[src/rtl/led_pattern_seq.sv]
// Running-light LED sequencer: fill, walk, bounce and blink patterns stepped at a programmable rate.
// Define LED_PWM_EN to gate the LED drive with a 15-slot PWM brightness control.
module led_pattern_seq #(
  parameter int LED_W = 8,
  parameter int DIV   = 25000000
) (
  input  logic             clk,
  input  logic             rst,
  input  logic             en,
  input  logic [1:0]       mode,
  input  logic             dir,
  input  logic [1:0]       speed,
  input  logic [3:0]       bright,
  output logic [LED_W-1:0] led,
  output logic             step_tk
);

  typedef enum logic [1:0] {
    MODE_FILL   = 2'd0,
    MODE_WALK   = 2'd1,
    MODE_BOUNCE = 2'd2,
    MODE_BLINK  = 2'd3
  } mode_t;

  localparam int CW = $clog2(DIV);
  localparam logic [LED_W-1:0] LSB_HOT = LED_W'(1);
  localparam logic [LED_W-1:0] MSB_HOT = LSB_HOT << (LED_W - 1);

  logic [CW-1:0]    cnt;
  logic [LED_W-1:0] pat;
  logic [LED_W-1:0] pat_nxt;
  logic [LED_W-1:0] seed;
  mode_t            mode_q;
  mode_t            mode_in;
  logic             bdir;
  logic             bdir_nxt;
  logic             chg;
  logic             tick;
  logic             step_pend;
  logic [31:0]      lim;

  // Comparing with >= lets a mid-count speed increase tick at once instead of wrapping.
  assign mode_in = mode_t'(mode);
  assign chg     = (mode_in != mode_q);
  assign lim     = (32'(DIV) >> speed) - 32'd1;
  assign tick    = en && (32'(cnt) >= lim);

  always_comb begin
    seed = '1;
    if (mode_in == MODE_WALK || mode_in == MODE_BOUNCE) begin
      seed = dir ? MSB_HOT : LSB_HOT;
    end
  end

  always_comb begin
    pat_nxt  = pat;
    bdir_nxt = bdir;
    case (mode_q)
      MODE_FILL: begin
        if (pat == '0) pat_nxt = '1;
        else           pat_nxt = dir ? (pat >> 1) : (pat << 1);
      end
      MODE_WALK: begin
        pat_nxt = dir ? {pat[0], pat[LED_W-1:1]} : {pat[LED_W-2:0], pat[LED_W-1]};
      end
      MODE_BOUNCE: begin
        // Reaching an end flips direction and moves away in the same step.
        if (!bdir && pat[LED_W-1]) begin
          bdir_nxt = 1'b1;
          pat_nxt  = pat >> 1;
        end else if (bdir && pat[0]) begin
          bdir_nxt = 1'b0;
          pat_nxt  = pat << 1;
        end else begin
          pat_nxt = bdir ? (pat >> 1) : (pat << 1);
        end
      end
      MODE_BLINK: pat_nxt = ~pat;
      default:    pat_nxt = pat;
    endcase
  end

  always_ff @(posedge clk or posedge rst) begin
    if (rst) begin
      cnt       <= '0;
      pat       <= '1;
      mode_q    <= MODE_FILL;
      bdir      <= 1'b0;
      step_pend <= 1'b0;
    end else if (chg) begin
      mode_q    <= mode_in;
      cnt       <= '0;
      pat       <= seed;
      step_pend <= 1'b0;
      if (mode_in == MODE_BOUNCE) bdir <= dir;
    end else if (tick) begin
      cnt       <= '0;
      pat       <= pat_nxt;
      bdir      <= bdir_nxt;
      step_pend <= 1'b1;
    end else begin
      step_pend <= 1'b0;
      if (en) cnt <= cnt + CW'(1);
    end
  end

  // step_tk trails the pattern update by one cycle so it lines up with led.
  always_ff @(posedge clk or posedge rst) begin
    if (rst) step_tk <= 1'b0;
    else     step_tk <= step_pend;
  end

`ifdef LED_PWM_EN
  logic [3:0] pcnt;

  always_ff @(posedge clk or posedge rst) begin
    if (rst) begin
      pcnt <= 4'd0;
      led  <= '1;
    end else begin
      pcnt <= (pcnt == 4'd14) ? 4'd0 : pcnt + 4'd1;
      led  <= pat & {LED_W{pcnt < bright}};
    end
  end
`else
  logic unused_bright;
  assign unused_bright = ^bright;

  always_ff @(posedge clk or posedge rst) begin
    if (rst) led <= '1;
    else     led <= pat;
  end
`endif

endmodule

[config.mk]
export PLATFORM = sky130hd
export DESIGN_NAME = led_pattern_seq
export DESIGN_NICKNAME = d
export VERILOG_FILES = /design/src/rtl/led_pattern_seq.sv
export SDC_FILE = /design/constraint.sdc
export NUM_CORES = 1
export LEC_CHECK = 0
export CAP_MARGIN = 20
export CORE_MARGIN = 10
export CORE_UTILIZATION = 50
export CTS_BUF_LIST = sky130_fd_sc_hd__clkbuf_8
export DETAILED_ROUTE_END_ITERATION = 12
export GPL_TIMING_DRIVEN = 0
export PLACE_DENSITY_LB_ADDON = 0.08
export SETUP_SLACK_MARGIN = 0.1
export SYNTH_ARGS = -nofsm -noshare
export SYNTH_HDL_FRONTEND = slang
export SYNTH_SLANG_ARGS = --single-unit
[constraint.sdc]
create_clock -name clk -period 2.7 [get_ports clk]
set_clock_uncertainty 0.05 [all_clocks]
set_input_delay 0.405 -clock clk [delete_from_list [all_inputs] [get_ports clk]]
set_output_delay 0.405 -clock clk [all_outputs]
set_load 0.005 [all_outputs]
==> run_results.csv <==
group,metric,value,unit
pwr,power.leakage,1.519,nW
drt,ant_nets,0,
clock_network,cts-hold-fix-buffers,0,
place,io_buffers,16,
clock_network,clock_latency,0.30,ns
sta,finalHoldViolations,0,
cells_and_area,register_area,1171,µm²
setup_path,critPathTopFamily,"compound AO/OA/AOI/OAI gates",
pwr,seq_power_share,44.5,%
global_routing,grt_max_degree,25,
global_routing,grt.overflow.total,0,
die,core,5886,µm²
global_routing,grtUsageTotal,14.10,%
yosys,netlist_area,3013,µm²
setup_path,crit_path_start_kind,"flop",
sta,post-route-min-period,2.398,ns
setup_path,worstPathCellList,"ha_1, a211o_1, a221oi_2, nor4b_2, o21ba_2, buf_6, a21oi_1, a221oi_1",
drt,totalWireLength,6.723,mm
clock_network,cts_buffers,5,
clock_network,cts_setup_buffers,0,
sta,max-slew-margin-rel,51.31,%
yosys,synthFlopType,"dfrtp_1",
global_routing,grt.busiest_layer,"met2",
drt,drc,0,
cells_and_area,drive_gt1_share,13.97,%
die,dieArea,9531,µm²
yosys,syn_avg_cell_area,8.888,µm²
pwr,p_per_area,518.5,nW/µm²
setup_path,required,2.85,ns
drt,firstDrtPassIters,4,
drt,viasPerCell,5.611,
yosys,synth_commonest_cells,"53 x nor2_1, 30 x dfrtp_1, 22 x ha_1, 22 x nand2_1, 19 x a21oi_1",
yosys,synthArstFlopShare,100.0,%
drt,initialDrtViolationCount,129,
yosys,synth_cell_types,50,
setup_path,path_class,"flop to flop",
die,die_w,97.63,µm
global_routing,grt_pass1_wl,11.63,mm
pwr,peakVddDrop,279.5,µV
pwr,switchingPower,486.4,µW
setup_path,cp_max_fo,10,
cells_and_area,syn_to_final_growth,15.24,%
yosys,ys_warn_count,0,
sta,slew_viol_final,0,
global_routing,use_met3,3.129,%
pwr,swShare,27.02,%
global_routing,grt_pass1_vias,2463,
setup_path,critPathBufInv,1,
setup_path,cp_slowest_stage_delay,0.43,ns
cells_and_area,n_antenna_cell,0,
setup_path,rrSetupSlack,0.30,ns
setup_path,arrival,2.55,ns
clock_network,cts_tree,"done",
yosys,synth_edf_count,0,
clock_network,clk_pin_slew,0.09,ns
die,ios,21,
die,die_y,97.63,µm
setup_path,slowest_stage,"dfrtp_1",
yosys,synth-seq-cells,46,
sta,rsz0062_at_grt,"no",
flow_run,max-cap-violations,0,
global_routing,use_met1,17.38,%
global_routing,grtUsageMet2,23.51,%
min_path,hold_path_class,"flop to flop",
pwr,power.share.clock,35.4,%
yosys,synth_top_cell_by_area,"dfrtp_1",
clock_network,clkSinkCount,46,
drt,num_vias,2469,
pwr,combPwrFrac,20.1,%
yosys,synth_most_common_cell,"nor2_1",
global_routing,antenna_found_initial,0,
clock_network,clockBufferDepth,2,
sta,timing.fmax,417.0,MHz
yosys,seq_area_frac_synth,38.87,%
sta,finalCritPeriodShare,88.82,%
sta,fin_hold_ws,0.3024,ns
yosys,syn_inst,339,
sta,setup_viol,0,
pwr,finalPower,1.800,mW
status,outcome,"finished clean",
clock_network,h-tree-depth,2,
setup_path,end_kind,"flop",
yosys,synth_top_area_share,24.92,%
yosys,synthTopCellsByArea,"dfrtp_1 25%, dfstp_2 14%, ha_1 9.1%",
sta,worst_pin_slew,0.7269,ns
cells_and_area,fill_cells,555,
place,dp_hpwl,4.960,mm
die,start_util,51.19,%
cells_and_area,multi_input_comb_area,1714,µm²
pwr,p_int,1.314,mW
cells_and_area,nets,398,
place,place_congestion,0.8814,
clock_network,clockRootBuffer,"clkbuf_8",
die,num_rows,28,
drt,wl_per_cell,15.28,µm
==> layout make-up <==
| cell class | count | area share (%) |
|---|---|---|
| Tap cell | 75 | 2.703 |
| Multi-Input combinational cell | 255 | 49.37 |
| Clock buffer | 6 | 2.378 |
| Inverter | 16 | 1.730 |
| Clock inverter | 2 | 1.730 |
| Buffer | 23 | 3.243 |
| Sequential cell | 46 | 33.73 |
| Timing Repair Buffer | 17 | 5.117 |
==> cells in the final DEF (no fill, tap or decap), types with 10 or more instances in the layout <==
cell type,count
nor2_1,52
dfrtp_1,30
ha_1,22
nand2_1,21
a21oi_1,19
dfstp_2,16
xnor2_1,15
clkbuf_1,14
inv_1,14
clkdlybuf4s50_1,14
nand3_1,13
xor2_1,11
and3_1,10
o21ai_0,10
mux2i_1,10
==> registers in the layout, summed over array words and instances (netlist names) <==
signal / cells
cnt: 25
led: 8
bdir: 1
pat: 8
step_pend: 1
step_tk: 1
mode_q: 2
==> power by group through the flow <==
stage               combinational [mW]  sequential, mW  clock (mW)
global route                     0.409           0.807       0.679
finish                           0.362           0.801       0.637
floorplan                        0.236           0.805           0
CTS                              0.357           0.801       0.651
detailed placement               0.355           0.815           0
global placement                 0.343           0.813           0
==> worst paths after layout <==
path	from	endpoint	cells after the start
worst max-delay path	cnt[5]	pat[4]	8
worst min-delay path	step_pend	step_tk	0
worst max register to register	cnt[5]	pat[4]	8
worst min register to register	step_pend	step_tk	0
max in group asynchronous	rst	pat[6]	3
min in group asynchronous	rst	cnt[17]	2
==> what timing repair did <==
| action | in CTS | in global routing |
|---|---|---|
| endpoints found under the setup margin | 31 | 28 |
| resized for setup | 3 | 13 |
| hold endpoints to repair | 0 | 0 |
| pin swaps | 1 | 1 |
==> kinds of logic after synthesis <==
logic type | count (synthesis) | share of synthesized area, %
and+or+nand+nor | 126 | 19.73
AOI/OAI and AO/OA | 68 | 15.62
DFF | 46 | 38.87
buffers and inverters | 39 | 5.523
xor gates and xnor gates | 26 | 7.558
adders and majority gates | 22 | 9.136
muxes | 10 | 3.322
other | 2 | 0.2493
==> worst register-to-register path: cells and delay by family, from the launching register on <==
| kind | cells | cell delay [ns] |
|---|---|---|
| flops | 1 | 0.43 |
| compound gates | 5 | 1.27 |
| fa+ha+maj | 1 | 0.32 |
| simple gates | 1 | 0.08 |
| buf+inv | 1 | 0.16 |
==> layer usage <==
metal / up-vias / share of wire (%)
met4: 0 / 1.6
met1: 1179 / 47
met2: 43 / 48
met5: - / 0
li1: 1239 / -
met3: 8 / 3.2
==> stage by stage <==
step	area (µm²)	utilization [%]	setup slack [ns]	TNS, ns	instances
floorplan	3017	-	0.3194	0	340
global placement	3271	55.57	-0.5201	-13.33	431
detailed placement	3298	56.04	-0.5173	-13.25	432
CTS	3441	58.46	0.1494	0	440
global route	3472	58.99	0.1667	0	440
finish	3472	58.99	0.3019	0	440
(Power assumes the default switching activity.)
